==> config.mk <==
export PLATFORM = sky130hd
export DESIGN_NAME = voice_mixer_flat
export DESIGN_NICKNAME = d
export VERILOG_FILES = /design/src/rtl/voice_mixer_if.sv /design/src/rtl/voice_mixer.sv /design/src/flat_wrapper.sv
export SDC_FILE = /design/constraint.sdc
export NUM_CORES = 1
export LEC_CHECK = 0
export BUFFER_PORTS_ARGS = -buffer_cell sky130_fd_sc_hd__buf_2
export CORE_UTILIZATION = 45
export CTS_CLUSTER_DIAMETER = 50
export DETAILED_ROUTE_END_ITERATION = 8
export PLACE_DENSITY = 0.66
export RECOVER_POWER = 100
export SLEW_MARGIN = 10
export SYNTH_ARGS = -nofsm -noshare
export SYNTH_HDL_FRONTEND = slang
export SYNTH_SLANG_ARGS = --single-unit
==> constraint.sdc <==
create_clock -name sCLK_XVXENVS -period 6.05 [get_ports sCLK_XVXENVS]
set_input_delay 0.605 -clock sCLK_XVXENVS [delete_from_list [all_inputs] [get_ports sCLK_XVXENVS]]
set_output_delay 0.605 -clock sCLK_XVXENVS [all_outputs]
set_load 0.005 [all_outputs]
==> src/rtl/voice_mixer_if.sv <==
// Sample/control bundle between the oscillator slot stream and voice_mixer.
// The master side drives slot data and configuration; the slave side (the mixer) returns the mixed sample.
interface voice_mixer_if #(
    parameter int VOICES    = 8,
    parameter int OUT_WIDTH = 24
);
    logic                        frame_sync;
    logic signed [16:0]          sine_lut_out;
    logic [7:0]                  osc_level;
    logic [VOICES-1:0]           voice_free;
    logic [7:0]                  master_vol;
    logic signed [OUT_WIDTH-1:0] mix_out;
    logic                        mix_valid;
    logic                        clip;
    logic                        sync_err;

    modport master (
        output frame_sync, sine_lut_out, osc_level, voice_free, master_vol,
        input  mix_out, mix_valid, clip, sync_err
    );

    modport slave (
        input  frame_sync, sine_lut_out, osc_level, voice_free, master_vol,
        output mix_out, mix_valid, clip, sync_err
    );
endinterface

==> src/rtl/voice_mixer.sv <==
// Time-slotted voice mixer: scales each oscillator slot by its level, sums a frame, applies master volume.
// Define MIXER_SATURATE_EN to clamp out-of-range samples and raise clip; otherwise the output wraps.
//
// state       | meaning
// ST_UNLOCKED | waiting for the first frame_sync, pipeline idle
// ST_RUN      | slot counter running, one mixed sample per frame
module voice_mixer #(
    parameter int VOICES    = 8,
    parameter int V_OSC     = 4,
    parameter int V_WIDTH   = 3,
    parameter int O_WIDTH   = 2,
    parameter int OUT_WIDTH = 24,
    parameter int OUT_SHIFT = 4
) (
    input  logic          sCLK_XVXENVS,
    input  logic          reset_reg_N,
    voice_mixer_if.slave  bus
);
    localparam int SLOT_W = V_WIDTH + O_WIDTH;
    localparam int SLOTS  = VOICES * V_OSC;
    localparam int PW     = 39;
    localparam logic [SLOT_W-1:0] LAST_SLOT = SLOT_W'(SLOTS - 1);

    typedef enum logic {ST_UNLOCKED, ST_RUN} state_t;

    state_t              state, state_next;
    logic [SLOT_W-1:0]   slot_cnt, slot_cnt_next, cur_slot;
    logic                slot_act;
    logic                resync;

    logic signed [24:0]  prod;
    logic signed [24:0]  p;
    logic [SLOT_W-1:0]   p_slot;
    logic                p_vld;

    logic signed [29:0]  acc, acc_next, sum_reg;
    logic                sum_vld;

    logic signed [PW-1:0]        scaled, shifted;
    logic signed [OUT_WIDTH-1:0] result;
    logic                        clip_set;

    always_ff @(posedge sCLK_XVXENVS) begin
        if (!reset_reg_N) begin
            state    <= ST_UNLOCKED;
            slot_cnt <= '0;
        end else begin
            state    <= state_next;
            slot_cnt <= slot_cnt_next;
        end
    end

    // slot_cnt points at the slot expected next; frame_sync overrides it with slot 0.
    always_comb begin
        state_next    = state;
        slot_act      = 1'b0;
        cur_slot      = slot_cnt;
        resync        = 1'b0;
        slot_cnt_next = slot_cnt;
        case (state)
            ST_UNLOCKED: begin
                if (bus.frame_sync) begin
                    state_next = ST_RUN;
                    slot_act   = 1'b1;
                    cur_slot   = '0;
                end
            end
            ST_RUN: begin
                slot_act = 1'b1;
                if (bus.frame_sync) begin
                    cur_slot = '0;
                    resync   = (slot_cnt != '0);
                end
            end
            default: state_next = ST_UNLOCKED;
        endcase
        if (slot_act)
            slot_cnt_next = (cur_slot == LAST_SLOT) ? '0 : cur_slot + 1'b1;
    end

    assign prod = bus.sine_lut_out * $signed({1'b0, bus.osc_level});

    always_ff @(posedge sCLK_XVXENVS) begin
        if (!reset_reg_N) begin
            p      <= '0;
            p_slot <= '0;
            p_vld  <= 1'b0;
        end else begin
            p_vld  <= slot_act;
            p_slot <= cur_slot;
            p      <= (slot_act && !bus.voice_free[cur_slot[SLOT_W-1:O_WIDTH]]) ? prod : '0;
        end
    end

    // Slot 0 reloads the accumulator, so a frame cut short by a resync never reaches the latch.
    assign acc_next = (p_slot == '0) ? 30'(p) : acc + 30'(p);

    always_ff @(posedge sCLK_XVXENVS) begin
        if (!reset_reg_N) begin
            acc     <= '0;
            sum_reg <= '0;
            sum_vld <= 1'b0;
        end else begin
            sum_vld <= 1'b0;
            if (p_vld) begin
                acc <= acc_next;
                if (p_slot == LAST_SLOT) begin
                    sum_reg <= acc_next;
                    sum_vld <= 1'b1;
                end
            end
        end
    end

    assign scaled  = sum_reg * $signed({1'b0, bus.master_vol});
    assign shifted = (scaled >>> 8) >>> OUT_SHIFT;

`ifdef MIXER_SATURATE_EN
    localparam logic signed [PW-1:0] MAX_V = (PW'(1) <<< (OUT_WIDTH - 1)) - PW'(1);
    localparam logic signed [PW-1:0] MIN_V = -(PW'(1) <<< (OUT_WIDTH - 1));

    always_comb begin
        result   = shifted[OUT_WIDTH-1:0];
        clip_set = 1'b0;
        if (shifted > MAX_V) begin
            result   = MAX_V[OUT_WIDTH-1:0];
            clip_set = 1'b1;
        end else if (shifted < MIN_V) begin
            result   = MIN_V[OUT_WIDTH-1:0];
            clip_set = 1'b1;
        end
    end
`else
    logic unused_hi;
    assign unused_hi = ^shifted[PW-1:OUT_WIDTH];
    assign result    = shifted[OUT_WIDTH-1:0];
    assign clip_set  = 1'b0;
`endif

    always_ff @(posedge sCLK_XVXENVS) begin
        if (!reset_reg_N) begin
            bus.mix_out   <= '0;
            bus.mix_valid <= 1'b0;
            bus.clip      <= 1'b0;
            bus.sync_err  <= 1'b0;
        end else begin
            bus.mix_valid <= sum_vld;
            if (sum_vld)
                bus.mix_out <= result;
            if (sum_vld && clip_set)
                bus.clip <= 1'b1;
            if (resync)
                bus.sync_err <= 1'b1;
        end
    end
endmodule
==> src/flat_wrapper.sv <==
// flat-port wrapper written by rule: the top's interface ports become plain ports
module voice_mixer_flat 
#(
    parameter int VOICES    = 8,
    parameter int V_OSC     = 4,
    parameter int V_WIDTH   = 3,
    parameter int O_WIDTH   = 2,
    parameter int OUT_WIDTH = 24,
    parameter int OUT_SHIFT = 4
)
  (sCLK_XVXENVS, reset_reg_N, bus_frame_sync, bus_sine_lut_out, bus_osc_level, bus_voice_free, bus_master_vol, bus_mix_out, bus_mix_valid, bus_clip, bus_sync_err);
  voice_mixer_if #(.VOICES(VOICES), .OUT_WIDTH(OUT_WIDTH)) bus_i ();
  input  logic sCLK_XVXENVS;
  input  logic reset_reg_N;
  input wire logic [$bits(bus_i.frame_sync)-1:0] bus_frame_sync;
  input wire logic [$bits(bus_i.sine_lut_out)-1:0] bus_sine_lut_out;
  input wire logic [$bits(bus_i.osc_level)-1:0] bus_osc_level;
  input wire logic [$bits(bus_i.voice_free)-1:0] bus_voice_free;
  input wire logic [$bits(bus_i.master_vol)-1:0] bus_master_vol;
  output wire logic [$bits(bus_i.mix_out)-1:0] bus_mix_out;
  output wire logic [$bits(bus_i.mix_valid)-1:0] bus_mix_valid;
  output wire logic [$bits(bus_i.clip)-1:0] bus_clip;
  output wire logic [$bits(bus_i.sync_err)-1:0] bus_sync_err;
  assign bus_i.frame_sync = bus_frame_sync;
  assign bus_i.sine_lut_out = bus_sine_lut_out;
  assign bus_i.osc_level = bus_osc_level;
  assign bus_i.voice_free = bus_voice_free;
  assign bus_i.master_vol = bus_master_vol;
  assign bus_mix_out = bus_i.mix_out;
  assign bus_mix_valid = bus_i.mix_valid;
  assign bus_clip = bus_i.clip;
  assign bus_sync_err = bus_i.sync_err;
  voice_mixer #(.VOICES(VOICES), .V_OSC(V_OSC), .V_WIDTH(V_WIDTH), .O_WIDTH(O_WIDTH), .OUT_WIDTH(OUT_WIDTH), .OUT_SHIFT(OUT_SHIFT)) u_core (.sCLK_XVXENVS(sCLK_XVXENVS), .reset_reg_N(reset_reg_N), .bus(bus_i));
endmodule
# Yosys cells after proc, flatten, opt, wreduce, memory -nomap -nowiden
# Index checks and enable logic that the tools add are counted.
# op_classes
n_addsub	2
mul	2
magnitude_cmp	1
eq_ne	2
muxes	11
bitwise	1
n_reduce_logical	7
# ops
cell	count
30-bit by 9-bit multiplier with 36-bit output	1
30-bit by 25-bit adder with 30-bit output	1
30-bit 2-to-1 mux	1
17-bit by 9-bit multiplier with 25-bit output	1
5-bit equality test (second input constant)	2
5-bit 2-to-1 mux	2
1-bit 2-to-1 mux	6
2-bit AND reduction	3
5-bit by 1-bit adder with 5-bit output (second input constant)	1
5-bit zero test	1
5-bit nonzero test	1
3-bit by 4-bit < comparator with 1-bit output (second input constant)	1
1-bit binary-select mux with 3-bit select	1
1-bit case mux with 2 select lines	1
1-bit logical AND	1
1-bit zero test	1
1-bit NOT	1
# word_totals
register_bits	124
inputBits	44
output_inout_bits	27
word_cells	37

# Longest topological paths before layout
# Gate-level depths: netlist of the first run.
# logic_depth
word_depth	6
depth_mapped	21
ltp_nobuf	19

# Least setup slack after synthesis of the first run
# No wires, ideal clock.
# synth_path
path_type	in2reg
from	in bus_master_vol[0]
to	reg u_core.bus.mix_out[22]
setup_time_ps	117
t_arrival_ps	5533
required_time_ps	5933
setup_slack_ps	399
path_stages	20
path_buffers	2
path_cell_list	clkbuf_1 -> buf_1 -> nand2_1 -> fa_1 -> inv_1 -> fa_1 -> fa_1 -> inv_1 -> fa_1 -> inv_1 -> ha_1 -> a21o_1 -> a21o_1 -> a2111oi_1 -> o22ai_1 -> o21ai_2 -> a21oi_2 -> a21o_1 -> a211o_1 -> a32o_1
# synth_between
elab_chain_cells	1
# synth_rtl
element	line	source
start, declared	flat_wrapper.sv:19	input wire logic [$bits(bus_i.master_vol)-1:0] bus_master_vol;
30-bit by 9-bit multiplier with 36-bit output	voice_mixer.sv:115	assign scaled = sum_reg * $signed({1'b0, bus.master_vol});
end signal, assigned	voice_mixer.sv:149	bus.mix_out <= result;
end, declared	voice_mixer_if.sv:24	output mix_out, mix_valid, clip, sync_err
# No other way between the ends.
# A chain may end at the register's enable or synchronous reset.

# Final worst setup path of the first run
# layout_path
from	in bus_master_vol[0]
to	reg u_core.bus.mix_out[23]
# The elaborated chain is that of the path after synthesis.

==> run summary, run 1 <==
The run finished, with violations left. The final reports fail on max-capacitance violations, max-slew violations. The run gives 0 as the final setup violation count. The post-layout worst setup margin came out at 0.454 ns. The logs give 4 for the H-tree depth reported by CTS and 0.899 for the global placement routability congestion. In this run the power spent charging and discharging nets is 1.72 mW. For this design the top-level I/O count stands at 71.

The remaining global-route overflow is 0. The growth of design area from synthesis to finish is 7.48%. Entering global routing, the biggest net connects 66 pins.

Count of unresolved DRC violations after routing: 0. The die covers 40700 um^2. The logs give 30.8 mm for the half-perimeter wire length of the detailed placement result and 17 for the number of buffers created by CTS. The fraction of the cycle the final worst path needs works out to 0.925.

Share of synthesized flip-flops with an asynchronous set or reset: 0. Worst hold path class: flop to flop. The tools report the endpoint type of the worst setup path as a flop. For the number of global-route vias before repair, the log shows 14000. After synthesis, the largest family of logic cells by area is adder cells. Clock skew on the completed layout was measured at 0.00977 ns.

At the worst endpoint, the arrival time is 5.93 ns. Counting cells, the worst reg-to-reg path comes to 17. The logs give 0.513 for the combinational cell fraction of total power and 0 for the number of nets still failing antenna checks after routing. For the pin with the worst max-slew slack, the measured transition is 3.17 ns.

STA puts the critical path data required time at 6.38 ns. For the total routing usage reported by global routing, the log shows 0.197. The reported max-cap violation count is 2.

After synthesis the cells add up to 18000 um^2. Counting every instance in the synthesized netlist gives 2102. The sequential element share of the synthesized area was 0.137. After floorplanning, the core was divided into 72 placement rows.

The routed wire length came out at 38.2 mm. For the initial standard-cell utilization of the core, the log shows 0.460. The internal power of the cells totals 2.51 mW.

The part of the total power dissipated in sequential elements came out at 0.220. The post-synthesis compound-gate area fraction is 0.108. Counting distinct cell types in the post-synthesis netlist gives 72.

For the relative slew slack, the log shows -1.12. The switching power share of the total was 0.406. Timing analysis after detailed placement gives a worst setup slack of 0.234 ns. The tools report the insertion delay to the later sink of the worst-skew pair as 0.43 ns. 0 antenna diodes ended up in the layout. No sink is reached through more buffers than the 2 on the longest clock path. Clock-pin slew was measured on the worst setup and hold paths at 0.07 ns. The xor and xnor fraction of the mapped netlist area was 0.0371; the cell area after layout was 19300 um^2. The worst setup path is launched from an input port. The filler-free cell count of the finished design was 2645. Dividing the detail-routed via count by the number of cells gives 5.09. The sequential cell area is 2460 um^2, and the cell depth of the worst min-delay path is 2. The number of nets handed over by synthesis was 2576.

The placed cell area is 18700 um^2, and the fraction of the mapped netlist area in simple logic gates is 0.189. For the max-slew violation total from the final report, the log shows 106. TritonCTS built the clock tree. The fraction of final layout cells with drive strength greater than 1 came out at 0.0541. Counting the fill cells in the layout gives 3739.

The tools report the maximum VDD drop as 0.228 mV. The mean instance size in the synthesized netlist was 8.54 um^2; the width of the die was 202 um. Power density over the cells: 219 nW/um^2.

The number of hold buffers added after CTS was 0. During synthesis, Yosys emitted a total of 0 warnings. In the synthesized netlist, the cells that appear most often are 363 x inv_1, 283 x fa_1, 251 x nand2_1, 201 x and2_1, 147 x ha_1. For this design, the sink count on the clock tree is 123. The critical path is of the input port to flop type.

Yosys attributes the largest share of cell area to fa_1 32%, dfxtp_1 14%, ha_1 10%, inv_1 7.6%, and2_1 7.0%. The count of buffers from port buffering is 69, and the static leakage is 9.80 nW. For the number of gates resized after CTS, the log shows 0.

Largest area contributor in the synthesized netlist: fa_1. For the detailed-route via count, the log shows 13500. In the synthesized netlist the dominant register cell turns out to be dfxtp_1.

Setup repair after global routing left no endpoint under its margin. Number of failing hold endpoints at the final stage: 0. The core region is 39000 um^2. Part of the power in the clock network: 0.267.

Measured along the y axis, the die boundary spans 202 um. Including well taps, the total number of placed cells is 2613. The peak clock frequency supported by timing was 0.179 GHz. The initial antenna violation count is 0, and the count of flip-flops with a built-in enable after synthesis is 0. Of all nets on the critical path, the largest fanout is 18. In this run, synthesis produced a sequential element count of 123. The total number of nets in the final design was 2588; the multiplexer fraction of the synthesized cell area was 0.0157. The first routing iteration left 631 violations. The logs give 0 for the post-CTS setup-driven buffer insertion count and 0.495 for the utilization of the core after routing. The adder-cell share of the synthesized area was 0.418.

The tools report the global-route wire length before repair as 66.7 mm. inv_1 is the most common cell in the netlist. Summed over all failing endpoints, the final setup total negative slack is 0 ns. Top cell type's share of synthesized area: 0.315. The tree is rooted in a clkbuf_16. The first TritonRoute pass finished after 5 iterations.

In the final routed layout, each cell accounts on average for 14.4 um. Counting I/O delays and the setup requirement, the final critical path takes 5.60 ns. Summing all multi-input logic gate instances after layout gives 13800 um^2.
## placed cells by master, fill, tap and decap left out, types with 34 or more instances in the layout
cell type  synthesis  final
nand2_1          251    251
nor2_1           126    126
inv_1            363    362
dfxtp_1          123    122
fa_1             283    283
o21ai_0           60     64
buf_2              3     52
xnor2_1           41     41
xor2_1            35     35
nand3_1           34     34
ha_1             147    147
a21oi_1           79     81
and2_1           201    196
## logic make-up (layout without fill, tap and decap cells)
family,count (synthesis),count (layout)
AO/OA/AOI/OAI,292,292
XOR/XNOR,76,76
adder cells (fa/ha/maj),430,430
buffers and inverters,455,480
flip-flops,123,123
multiplexers,28,28
other,1,1
AND/OR/NAND/NOR,697,697
## routing by layer
metal	vias up	GRT usage	share of wire
met5	-	0	0
met4	0	0.0444	0.013
met3	41	0.0210	0.030
met2	231	0.338	0.47
met1	6574	0.269	0.49
li1	6630	-	-
## power groups by stage
stage,Sequential [mW],Combinational (mW),Clock (mW)
2_1_floorplan,0.930,1.79,0
3_3_place_gp,0.945,2.13,0
3_5_place_dp,0.948,2.18,0
4_1_cts,0.930,2.19,1.15
5_1_grt,0.939,2.51,1.19
6_report,0.931,2.17,1.13
## area by class of cell
class | instances | area share
Multi-Input combinational cell | 1524 | 0.712
Sequential cell | 123 | 0.128
Inverter | 363 | 0.0706
Tap cell | 518 | 0.0336
Timing Repair Buffer | 85 | 0.0228
Clock buffer | 18 | 0.0222
Clock inverter | 14 | 0.0108
## through the flow
step,hold slack [ns],power (mW)
global placement,0.434,3.08
finish,0.443,4.23
CTS,0.446,4.27
detailed placement,0.436,3.12
global route,0.476,4.63
floorplan,0.437,2.72
## final timing paths
path,from,end,slack (ns)
worst max-delay path,bus_master_vol[0],u_core.bus.mix_out[23],0.45
worst min-delay path,u_core.bus.sync_err,u_core.bus.sync_err,0.44
worst max register to register,u_core.sum_reg[18],u_core.bus.mix_out[23],0.58
worst min register to register,u_core.bus.sync_err,u_core.bus.sync_err,0.44
## critical path: stages
cell      delay, ns
clkbuf_2       0.34
buf_4          0.23
nand2_1        0.09
fa_1           0.55
inv_1          0.05
fa_1           0.50
fa_1           0.54
inv_1          0.05
fa_1           0.47
inv_1          0.04
ha_1           0.37
nand3_1        0.10
nor2_1         0.17
nand4_1        0.20
a311oi_1       0.58
o21ai_2        0.20
a21oi_1        0.30
a41oi_1        0.22
o311ai_0       0.32
Power figures use the tool's default switching activity.
==> run 2: changes to the inputs <==
Settings changed: CORE_UTILIZATION 45 to 59, PLACE_DENSITY 0.66 to 0.83.
==> run 2 against run 1 <==
- the run still ends with max-capacitance violations, max-slew violations left
- worst setup slack got worse by 0.018 ns
- power decreased by 0.69%
- combinational power about the same
- critical path depth unchanged
- clock-buffer cell count unchanged
- flip-flop and latch count unchanged
- sequential power about the same
- fmax decreased by 0.32%
- largest cell class unchanged
==> run summary, run 2 (synthesized netlist as in run 1, its figures left out) <==
The run finished, with violations left. The checks that failed: max-capacitance violations, max-slew violations. Post-layout worst setup margin: 0.436 ns (-0.0179 ns). The highest routing layer actually used is met4. Clock transition time at the flip-flop clock pins of the worst setup and hold paths: 0.07 ns (about the same).

The power density over the cells is 220 nW/um^2 (+0.51%). The routed wire length was 38.3 mm (+0.29%). The endpoint type of the worst setup path is a flop. The die outline height was 176 um (-13%); the fill cell instance count of the final layout was 2348 (-37%). Top-level port count: 71 (unchanged).

The startpoint-to-endpoint class of the critical path was input port to flop. For the peak clock frequency supported by timing, the log shows 0.178 GHz (-0.32%). The number of global-route vias before repair is 14200 (+0.93%), and the insertion delay to the later sink of the worst-skew pair is 0.43 ns (about the same). The first-iteration detailed-routing DRC count was 744 (+18%). The number of placement rows is 63 (-13%), and the initial antenna violation count is 0 (unchanged). The max-slew violation total from the final report came out at 41 (-61%).

For the total routing usage reported by global routing, the log shows 0.259 (+0.0615). The count of unresolved DRC violations after routing was 0 (unchanged); the placed cell area was 18500 um^2 (-1.0%). STA classifies the critical path startpoint as an input port. The detailed-route via count is 13900 (+2.9%), and the iteration count of the initial detailed-routing pass is 6 (+1).

Overall power: 4.20 mW (-0.69%). The utilization of the core after routing is 0.640 (+0.145). The critical path data required time is 6.38 ns (about the same), and the number of diodes added for antenna fixing is 0 (unchanged). Setup repair after global routing left no endpoint under its margin.

Total met3 wirelength after detailed routing: 2.10 mm (+82%). The global-route wire length before repair is 65.9 mm (-1.3%), and the final-layout worst hold slack is 0.446 ns (+0.00277 ns). The total number of nets in the final design came out at 2584 (-0.15%). The data arrival at the endpoint of the critical path is 5.95 ns (+0.02 ns), and the post-CTS setup-driven buffer insertion count is 0 (unchanged). The fraction of final layout cells with drive strength greater than 1 is 0.0500 (-0.00411). The met2 routed wirelength is 19.1 mm (+6.6%), and the cell area after layout is 19100 um^2 (-1.2%). Remaining global-route overflow: 0 (unchanged). The final setup violation count was 0 (unchanged); the number of nets still failing antenna checks after routing was 0 (unchanged).

The number of gates resized after CTS is 0 (unchanged), and the global placement routability congestion is 0.905 (+0.72%). The tools report the post-place setup slack as 0.291 ns (+0.0572 ns). The routed length per placed instance works out to 15.3 um (+5.6%). The static leakage came out at 9.75 nW (-0.50%). The logs give 2512 (-5.0%) for the filler-free cell count of the finished design and 123 (unchanged) for the TritonCTS sink count. TritonCTS built the clock tree. The run gives 0 (unchanged) as the number of failing hold endpoints at the final stage. Fraction of the cycle the final worst path needs: 0.928 (+0.00296). The worst-path maximum fanout is 21 (+3). The logs give 2481 (-5.1%) for the number of cells in the design after placement and 1 (-1) for the reported max-cap violation count. Clock tree synthesis selected as its root buffer the cell clkbuf_16. The growth of design area from synthesis to finish came out at 6.20%. The number of buffers created by CTS is 17 (unchanged).

In the layout the commonest cells are 363 x inv_1, 283 x fa_1, 251 x nand2_1. The maximum buffer depth of the clock tree is 2 (unchanged). The logs give 29800 um^2 (-24%) for the core region area and 0 (unchanged) for the hold-fix buffer count after cts. The worst clock skew was 0.0153 ns (+0.00550 ns); the measured slew at the worst slew-check pin was 2.00 ns (-1.18 ns). The H-tree depth reported by CTS was 4 (unchanged). The tools report the half-perimeter wire length of the detailed placement result as 30.0 mm (-2.7%). Count of buffers from port buffering: 69 (unchanged). Leaving out fill and tap cells, the most frequent cell in the layout is inv_1. The logs give 66 (unchanged) for the largest net degree at the start of global routing and 0.603 (+0.142) for the initial standard-cell utilization of the core.

The run gives 31100 um^2 (-24%) as the die outline area. The final critical path time including I/O delays and setup was 5.61 ns (+0.0179 ns); the width of the die was 176 um (-13%). Routed length on met1: 16.4 mm (-12%). The tools report the final-layout setup total negative slack as 0 ns (unchanged). The relative slew slack was -0.331 (+0.784); the routed via count divided by cell count was 5.52 (+8.3%).

Worst hold path class: flop to flop. The run gives 0.165 mV (-28%) as the maximum VDD drop.
-- run 2: power by group --
part | total, mW | switching (mW) | internal (mW)
combinational | 2.20 | 1.27 | 0.934
clock | 1.07 | 0.412 | 0.660
sequential | 0.931 | 0.0504 | 0.881
total | 4.20 | 1.73 | 2.47
-- run 2: critical path, cell delays in order --
cell and delay [ns]:
buf_2 0.34, buf_4 0.25, nand2_1 0.09, fa_1 0.56, inv_1 0.06, fa_1 0.49, fa_1 0.56, inv_1 0.05
fa_1 0.47, inv_1 0.04, ha_1 0.37, nand3_1 0.11, nor2_1 0.18, nand4_1 0.19, a311oi_1 0.59, o21ai_2 0.18
a21oi_1 0.27, a41oi_1 0.22, a32o_1 0.30
-- run 2: layout make-up --
cell class / instances / area (um^2) / area share
clock buffer: 18 / 439 / 0.0230
clock inverter: 13 / 168 / 0.00879
inverter: 363 / 1360 / 0.0714
multi-input combinational: 1524 / 13800 / 0.721
sequential: 123 / 2460 / 0.129
tap: 390 / 488 / 0.0256
timing repair buffer: 81 / 400 / 0.0210
-- run 2: worst paths after layout --
path / from / end / slack, ns / cells after the start
max: bus_master_vol[0] / u_core.bus.mix_out[22] / 0.44 / 19
min: u_core.bus.sync_err / u_core.bus.sync_err / 0.45 / 2
max reg2reg: u_core.sum_reg[7] / u_core.bus.mix_out[17] / 0.61 / 19
min reg2reg: u_core.bus.sync_err / u_core.bus.sync_err / 0.45 / 2
-- run 2: routing by layer --
metal  vias to the layer above  track usage
li1                       6610            -
met1                      6749        0.332
met2                       444        0.458
met3                        61       0.0319
met4                         0       0.0744
met5                         -            0
==> run 3: changes to the inputs <==
Settings changed: RECOVER_POWER 100 to 50.
==> run 3 against run 2 <==
- the flow still finishes with violations (max-capacitance violations, max-slew violations)
- sequential share of layout area barely moved
- clock power about the same
- non-clock buffer count is the same
- via count grew 0.45%
- cell count did not move
- first-iteration DRC count down 0.67%
- global-route usage is the same
- critical path type unchanged
- highest routed layer unchanged
==> run summary, run 3 (synthesized netlist as in run 1, its figures left out) <==
The run finished, with violations left. The checks that failed: max-capacitance violations, max-slew violations. The worst clock skew was 0.0148 ns (-0.000443 ns); the critical path data required time was 6.38 ns (about the same). The data arrival at the endpoint of the critical path is 5.76 ns (-0.19 ns). Initial antenna violation count: 0 (unchanged).

Startpoint-to-endpoint class of the critical path: input port to flop. The final-layout setup total negative slack came out at 0 ns (unchanged). The routed via count divided by cell count is 5.54 (+0.45%). The kind of cell adding the most delay to the critical path was adder cells. The run gives 0 (unchanged) as the number of gates resized after CTS. The maximum VDD drop is 0.164 mV (-0.26%), and the number of global-route vias before repair is 14200 (unchanged). Routed length per placed instance: 15.3 um (about the same). The critical path goes through buf_2 > buf_4 > nand2_1 > fa_1 > inv_1 > fa_1 > fa_1 > inv_1 > fa_1 > inv_1 > ha_1 > a21o_1 > a2111oi_1 > o22ai_1 > o21ai_2 > a21oi_2 > a21o_1 > a211o_1 > a32o_1.

The final setup violation count came out at 0 (unchanged). The run gives 0.259 (unchanged) as the total routing usage reported by global routing. Compared with the post-synthesis result, the final layout area differs by 6.42%. For the remaining global-route overflow, the log shows 0 (unchanged). The run gives 17 (unchanged) as the number of buffers created by CTS.

The number of placement rows is 63 (unchanged). The hold-fix buffer count after cts was 0 (unchanged). The tightest min-delay check is of the flop to flop type. The run gives 0.603 (unchanged) as the initial standard-cell utilization of the core.

The core region area was 29800 um^2 (unchanged). Setup repair after global routing left no endpoint under its margin. The relative slew slack was -0.323 (+0.00863). The cell area after layout is 19100 um^2 (+0.21%), and the global placement routability congestion is 0.905 (unchanged).

The logs give 18500 um^2 (unchanged) for the placed cell area and 30.0 mm (unchanged) for the half-perimeter wire length of the detailed placement result. The TritonCTS sink count is 123 (unchanged), and the maximum buffer depth of the clock tree is 2 (unchanged). The final-layout worst hold slack was 0.446 ns (-0.0000100 ns). The global-route wire length before repair is 65.9 mm (unchanged), and the static leakage is 9.77 nW (+0.21%). The top-level port count was 71 (unchanged). The most common library cell in the layout ignoring fill and taps is inv_1. Power density over the cells: 220 nW/um^2 (about the same).

The cell that appears most often on the critical path is fa_1. The number of cells in the design after placement is 2481 (unchanged), and the fraction of final layout cells with drive strength greater than 1 is 0.0537 (+0.00377). The tools report the endpoint type of the worst setup path as a flop. The worst-path maximum fanout was 21 (unchanged); the count of buffer and inverter cells on the critical path was 5 (unchanged). The tools report the die outline area as 31100 um^2 (unchanged). The post-CTS setup-driven buffer insertion count is 0 (unchanged), and the peak clock frequency supported by timing is 0.184 GHz (+3.4%). Leaving out fill and tap cells, the most frequent cells in the layout are 363 x inv_1, 283 x fa_1, 251 x nand2_1. The slowest stage of the critical path is the fa_1 cell. The width of the die is 176 um (unchanged).

Number of diodes added for antenna fixing: 0 (unchanged). The detailed-route via count was 13900 (+0.45%); the number of nets still failing antenna checks after routing was 0 (unchanged). The fraction of the cycle the final worst path needs works out to 0.897 (-0.0306). The worst stage delay on the critical path was 0.58 ns (about the same); the first-iteration detailed-routing DRC count was 739 (-0.67%). STA classifies the critical path startpoint as an input port.

The overall power is 4.21 mW (+0.25%), and the count of unresolved DRC violations after routing is 0 (unchanged). The total number of nets in the final design was 2584 (unchanged). For the iteration count of the initial detailed-routing pass, the log shows 5 (-1). The tools report the buffer type at the clock tree root as clkbuf_16.

The insertion delay to the later sink of the worst-skew pair is 0.43 ns (about the same). TritonCTS built the clock tree. The run gives 66 (unchanged) as the largest net degree at the start of global routing.

The reported max-cap violation count is 1 (unchanged), and the routed wire length is 38.3 mm (about the same). The clock transition time at the flip-flop clock pins of the worst setup and hold paths came out at 0.07 ns (about the same). The count of buffers from port buffering is 69 (unchanged), and the die outline height is 176 um (unchanged). The final critical path time including I/O delays and setup was 5.43 ns (-0.185 ns). The filler-free cell count of the finished design was 2512 (unchanged). The tools report the number of failing hold endpoints at the final stage as 0 (unchanged).

The max-slew violation total from the final report is 41 (unchanged), and the measured slew at the worst slew-check pin is 1.98 ns (-0.0129 ns). The tools report the H-tree depth reported by CTS as 4 (unchanged).
[run 3: cell types whose count changed in the layout (fill, tap and decap cells not counted), sizes merged]
| cell | delta |
|---|---|
| buf | +2 |
| clkbuf | -2 |
[run 3: through the flow]
stage	utilization	worst slack (ns)
6_report	0.641	0.621
5_1_grt	0.641	0.420
4_1_cts	0.642	0.721
3_5_place_dp	0.622	0.291
3_3_place_gp	0.622	0.380
2_1_floorplan	-	0.399
[run 3: routing by layer]
metal / vias up / part of all wire / global-route usage
met5: - / 0 / 0
met4: 0 / 0.020 / 0.0744
met3: 65 / 0.055 / 0.0319
met2: 459 / 0.50 / 0.458
met1: 6791 / 0.43 / 0.332
li1: 6611 / - / -
[run 3: final cells by class]
cell class                      count  area [um^2]
Timing Repair Buffer               81          408
Clock inverter                     13          168
Tap cell                          390          488
Clock buffer                       18          439
Multi-Input combinational cell   1524        13800
Sequential cell                   123         2460
Fill cell                        2339        10700
Inverter                          363         1360
[run 3: path summary, 6_finish.rpt]
kind	from	endpoint	slack (ns)	depth (start not counted)
max	bus_master_vol[0]	u_core.bus.mix_out[22]	0.62	19
min	u_core.bus.sync_err	u_core.bus.sync_err	0.45	2
max reg2reg	u_core.sum_reg[18]	u_core.bus.mix_out[22]	0.70	18
min reg2reg	u_core.bus.sync_err	u_core.bus.sync_err	0.45	2
[run 3: tightest hold or removal path: cells and delay by family, from the launching register on]
kind,cells,cell delay [ns]
flops,1,0.31
compound gates,1,0.05
buf+inv,1,0.04
[run 3: power by group]
part | internal (mW) | switching (mW) | total, mW
Clock | 0.660 | 0.412 | 1.07
Combinational | 0.936 | 1.27 | 2.21
Sequential | 0.881 | 0.0508 | 0.931
